<file path="config.mk">
export PLATFORM = sky130hd
export DESIGN_NAME = mux_sel_cfg_loader
export DESIGN_NICKNAME = d
export VERILOG_FILES = /design/src/rtl/fabric_cfg_pkg.sv /design/src/rtl/mux_sel_cfg_loader.sv
export SDC_FILE = /design/constraint.sdc
export NUM_CORES = 1
export LEC_CHECK = 0
export CAP_MARGIN = 20
export CORE_MARGIN = 5
export CORE_UTILIZATION = 48
export CTS_BUF_LIST = sky130_fd_sc_hd__clkbuf_16
export DETAILED_ROUTE_END_ITERATION = 16
export PLACE_DENSITY = 0.82
export SYNTH_ARGS = -nofsm -noshare
export SYNTH_HDL_FRONTEND = slang
export SYNTH_SLANG_ARGS = --single-unit
</file>
<file path="constraint.sdc">
create_clock -name clk -period 1.4 [get_ports clk]
set_input_delay 0.21 -clock clk [delete_from_list [all_inputs] [get_ports clk]]
set_output_delay 0.21 -clock clk [all_outputs]
set_load 0.01 [all_outputs]
</file>
<file path="src/rtl/fabric_cfg_pkg.sv">
// Shared types and sizing helpers for the fabric mux-select configuration loader.
package fabric_cfg_pkg;

    typedef enum logic [1:0] {
        StIdle,
        StLoad,
        StCheck,
        StCommit
    } cfg_state_e;

    function automatic int unsigned total_bits(input int unsigned num_mux,
                                               input int unsigned swidth);
        return num_mux * swidth;
    endfunction

    // Counter must be able to hold TOTAL itself, hence TOTAL+1 codes.
    function automatic int unsigned cnt_width(input int unsigned total);
        return $clog2(total + 1);
    endfunction

endpackage

</file>
<file path="src/rtl/mux_sel_cfg_loader.sv">
// Serial loader for MUXN select fields: shifts a bit stream into a shadow register,
// range-checks every field, then commits all selects atomically to sel_out_o.
module mux_sel_cfg_loader
    import fabric_cfg_pkg::*;
#(
    parameter int unsigned IWIDTH  = 20,
    parameter int unsigned SWIDTH  = 5,
    parameter int unsigned NUM_MUX = 4
) (
    input  logic                        clk,
    input  logic                        rst_n,
    input  logic                        cfg_start_i,
    input  logic                        cfg_in_i,
    input  logic                        cfg_valid_i,
    output logic                        cfg_ready_o,
    output logic                        cfg_out_o,
    output logic [NUM_MUX*SWIDTH-1:0]   sel_out_o,
    output logic                        cfg_done_o,
    output logic                        cfg_err_o
);

    localparam int unsigned Total = total_bits(NUM_MUX, SWIDTH);
    localparam int unsigned CntW  = cnt_width(Total);

    localparam logic [CntW-1:0]   LastCnt   = CntW'(Total - 1);
    localparam logic [CntW-1:0]   CntOne    = CntW'(1);
    // One extra bit so IWIDTH == 2**SWIDTH is representable; the compare then never fires.
    localparam logic [SWIDTH:0]   IwidthExt = (SWIDTH + 1)'(IWIDTH);

    cfg_state_e         state_q, state_d;
    logic [CntW-1:0]    count_q, count_d;
    logic [Total-1:0]   shadow_q, shadow_d;
    logic [Total-1:0]   sel_q, sel_d;
    logic               cfg_out_q, cfg_out_d;
    logic               done_q, done_d;
    logic               err_q, err_d;
    logic [NUM_MUX-1:0] field_bad;

    for (genvar k = 0; k < NUM_MUX; k++) begin : g_range
        assign field_bad[k] = {1'b0, shadow_q[k*SWIDTH +: SWIDTH]} >= IwidthExt;
    end

    always_comb begin
        state_d     = state_q;
        count_d     = count_q;
        shadow_d    = shadow_q;
        sel_d       = sel_q;
        cfg_out_d   = cfg_out_q;
        done_d      = 1'b0;
        err_d       = err_q;
        cfg_ready_o = 1'b0;

        unique case (state_q)
            StIdle: begin
                if (cfg_start_i) begin
                    state_d = StLoad;
                    count_d = '0;
                    err_d   = 1'b0;
                end
            end
            StLoad: begin
                cfg_ready_o = 1'b1;
                // A restart wins over a simultaneous beat; the shadow is left as is.
                if (cfg_start_i) begin
                    count_d = '0;
                    err_d   = 1'b0;
                end else if (cfg_valid_i) begin
                    shadow_d  = {cfg_in_i, shadow_q[Total-1:1]};
                    cfg_out_d = shadow_q[0];
                    count_d   = count_q + CntOne;
                    if (count_q == LastCnt) begin
                        state_d = StCheck;
                    end
                end
            end
            StCheck: begin
                if (|field_bad) begin
                    err_d   = 1'b1;
                    state_d = StIdle;
                end else begin
                    state_d = StCommit;
                end
            end
            StCommit: begin
                sel_d   = shadow_q;
                done_d  = 1'b1;
                state_d = StIdle;
            end
            default: state_d = StIdle;
        endcase
    end

    always_ff @(posedge clk or negedge rst_n) begin
        if (!rst_n) begin
            state_q   <= StIdle;
            count_q   <= '0;
            shadow_q  <= '0;
            sel_q     <= '0;
            cfg_out_q <= 1'b0;
            done_q    <= 1'b0;
            err_q     <= 1'b0;
        end else begin
            state_q   <= state_d;
            count_q   <= count_d;
            shadow_q  <= shadow_d;
            sel_q     <= sel_d;
            cfg_out_q <= cfg_out_d;
            done_q    <= done_d;
            err_q     <= err_d;
        end
    end

    assign cfg_out_o  = cfg_out_q;
    assign sel_out_o  = sel_q;
    assign cfg_done_o = done_q;
    assign cfg_err_o  = err_q;

endmodule

</file>
==> results by group, run 1 <==
CTS
  – CTS tree: done
  – Clock-pin slew on the worst setup and hold paths: 0.07 ns
  – Total CTS buffers: 5
  – CTS root buf: clkbuf_16
  – H-tree levels: 2
  – Maximum clock path buffer count: 2
  – Clk Latency, worst-skew pair: 0.29 ns
  – CTS Sinks: 50

Global route
  – First-pass GRT wire length: 6.47 mm
  – Grt total ovfl: 0
  – GRT met1 Usage: 0.193
  – Total Routing Usage GR: 0.157
  – M2 GR Usage: 0.266
  – Largest net degree at the start of global routing: 28
  – Initial antenna violation count: 0
  – Met3 Use GR: 0.0459
  – Gr busiest metal: met2
  – Vias in the first global route: 1341

Synth
  – Synth cell types: 25
  – XOR/XNOR Fraction of Synth Area: 0.0133
  – Simple-gate portion of the synthesized area: 0.0604
  – Avg Cell Area, Syn: 14.5 µm²
  – Compound-gate portion of the synthesized area: 0.0318
  – Post-synthesis register bit count: 50
  – Synth warnings: 0
  – Mapped cell area: 1970 µm²
  – Main combinational cell family by area after synthesis: multiplexers
  – Synth area leaders: dfrtp_1 (64%), mux2_2 (23%), nor2_1 (1.3%)
  – Post-synth top area share: 0.635
  – Synthesized net count: 142
  – Sequential fraction of the synthesis area: 0.635
  – Synth area leader: dfrtp_1
  – Synth Area in Adders: 0.00635
  – Post-Syn Instances: 136
  – Mux cell area share after synthesis: 0.234

STA
  – Final Hold Fails: 0
  – Slew Limit Fails: 0
  – Final Cycle Share: 1.01
  – RSZ-0062 raised after global routing: true
  – Worst slew margin: 0.635
  – Worst Skew: 0.00682 ns
  – Min Hold Slack: 0.464 ns
  – Crit path time final: 1.41 ns
  – Slew @ Worst Pin: 0.548 ns
  – Final setup fails: 5
  – Fmax: 0.709 GHz
  – Fin worst setup slack: -0.0106 ns

Worst setup path
  – Buf+Inv Stages, Crit Path: 1
  – Top delay family on crit path: flip-flops
  – Worst reg2reg path startpoint: state_q[0]
  – Worst reg2reg endpoint: shadow_q[0]
  – Cell Chain, Critical Path: nand2_1 -> nor3_4 -> buf_6 -> mux2_2
  – Worst setup EP type: register
  – Crit-path max FO: 13
  – CP max stage cell: dfrtp_1
  – CP required: 1.56 ns
  – CP Class: register to register
  – Reg2Reg Setup Slack: -0.01 ns
  – R2R depth: 4
  – Startpoint Class: register
  – Slowest Stage Delay on Critical Path: 0.41 ns
  – CP arrival: 1.57 ns

Route
  – Vias per inst: 5.27
  – Detailed-route wire length per cell: 18.0 µm
  – Drt initial violations: 49
  – Antenna Nets Post-Route: 0
  – Routed WL: 4.23 mm
  – Drt drc: 0
  – Vias: 1238
  – Drt pass-1 iters: 4

Run
  – Total of max-cap violations: 0

Floorplanning
  – I/O Pins: 29
  – Initial core utilization: 0.492
  – Die area: 5480 µm²
  – Die X: 74.1 µm
  – Core footprint: 4000 µm²
  – Rows: 23
  – Die height: 74.1 µm

Pwr
  – Max IR drop VDD: 0.00119 V
  – Leakage Power: 1.58 nW
  – PwrDens: 1330 nW/µm²

Min path
  – Worst hold-check path type: input pin to async pin

Cells and area
  – Layout net count: 190
  – Fillers: 304
  – Layout area overhead: 35.9%
  – Non-Filler Instances: 235
  – Share of post-route cells with drive strength above 1: 0.389
  – N_diodes: 0

Placed design
  – GP Congestion: 0.755
  – PortBufs: 28
  – DP Cell Count: 219
  – Hpwl dp: 2.72 mm

Status
  – Run status: complete, but fails checks
  – Failing checks: setup timing
metrics by stage:
step | util | cell area (µm²) | total power [mW] | worst slack, ns | setup TNS [ns]
floorplan | - | 1970 | 2.11 | 0.0713 | 0
global placement | 0.591 | 2370 | 2.26 | -0.211 | -4.59
detailed placement | 0.591 | 2370 | 2.33 | -0.273 | -5.80
CTS | 0.633 | 2530 | 3.49 | -0.0255 | -0.370
global route | 0.669 | 2680 | 3.71 | -0.0736 | -1.19
finish | 0.669 | 2680 | 3.55 | -0.0106 | -0.0171
cell type report:
class,count,area [µm²],area share
timing repair buffer,46,478,0.179
inverter,2,7.51,0.00281
tap,50,62.6,0.0234
clock inverter,3,17.5,0.00655
clock buffer,5,125,0.0468
sequential,50,1250,0.468
multi-input combinational,79,733,0.274
synthesized netlist by cell type:
cell type  instances
mux2_2            40
a21oi_1            3
ha_1               1
o21ai_1            1
nor3b_1            1
nand3b_1           1
inv_1              2
nor3_1             2
clkbuf_1           1
nor2_1             7
nor3_2             1
buf_4              2
a32o_1             1
buf_2              2
o21ai_0            5
o211ai_1           1
nand4_1            1
dfrtp_1           50
nand2b_1           1
nand3_1            2
nand2_1            5
or4b_1             1
nor2b_1            1
mux2_1             1
xnor2_1            3
routing by layer:
layer / wire [µm] / vias up
met5: 0 / -
met4: 35 / 0
met3: 191 / 5
met2: 2300 / 30
met1: 1700 / 632
li1: - / 571
worst max-delay path by stage:
stage                      from           end  slack, ns  depth (start not counted)
finish               state_q[0]   shadow_q[0]      -0.01                          4
global route         state_q[0]   shadow_q[0]      -0.07                          4
CTS                  state_q[0]  sel_out_o[7]      -0.03                          5
global placement    cfg_valid_i    state_q[0]      -0.21                          5
floorplan            count_q[0]    state_q[0]       0.07                          5
detailed placement  cfg_valid_i   shadow_q[1]      -0.27                          5
cells in the final DEF (no fill, tap or decap), drive strengths merged:
master / netlist / final
clkdlybuf4s50: 0 / 6
ha: 1 / 1
xnor2: 3 / 3
o211ai: 1 / 1
nand2: 5 / 5
dlygate4sd2: 0 / 5
nand4: 1 / 1
dlygate4sd3: 0 / 1
nor3b: 1 / 1
dlymetal6s2s: 0 / 15
nor2b: 1 / 1
nor2: 7 / 7
o21ai: 6 / 6
nand3: 2 / 2
dfrtp: 50 / 50
inv: 2 / 3
clkinv: 0 / 2
nor3: 3 / 3
mux2: 41 / 41
or4b: 1 / 1
a32o: 1 / 1
nand2b: 1 / 1
clkbuf: 1 / 6
buf: 4 / 18
a21oi: 3 / 3
nand3b: 1 / 1
what timing repair did:
action | 4_1_cts | 5_1_grt
hold endpoints to repair | 23 | 0
buffers inserted | 1 | 4
hold buffers | 1 | 0
pin swaps | 0 | 1
setup endpoints to repair | 8 | 58
cloned | 0 | 2
gates resized for setup | 11 | 36
logic make-up after synthesis:
kind of cell,Yosys count
xor+xnor,3
buf+inv,7
mux,41
simple gates,23
compound gates,11
fa+ha+maj,1
flops,50
flip-flops by register name (all words and copies together), names as in the netlist:
name and count:
cfg_out_o 1, cfg_done_o 1, cfg_err_o 1, count_q 5
shadow_q 20, state_q 2, sel_out_o 20
power breakdown:
| group | internal (mW) | switching [mW] | leakage (nW) | total [mW] |
|---|---|---|---|---|
| Sequential | 1.66 | 0.222 | 0.670 | 1.88 |
| Clock | 0.655 | 0.496 | 0.0750 | 1.15 |
| Combinational | 0.313 | 0.209 | 0.835 | 0.523 |
Note: power is estimated with default switching activity, not from simulation.
==> run 2, diff against run 1 <==
Settings changed: CAP_MARGIN 20 to default, CTS_CLUSTER_DIAMETER from default to 60.
==> results of run 2 <==
The final DEF is identical to that of run 1; final timing and power are the same.
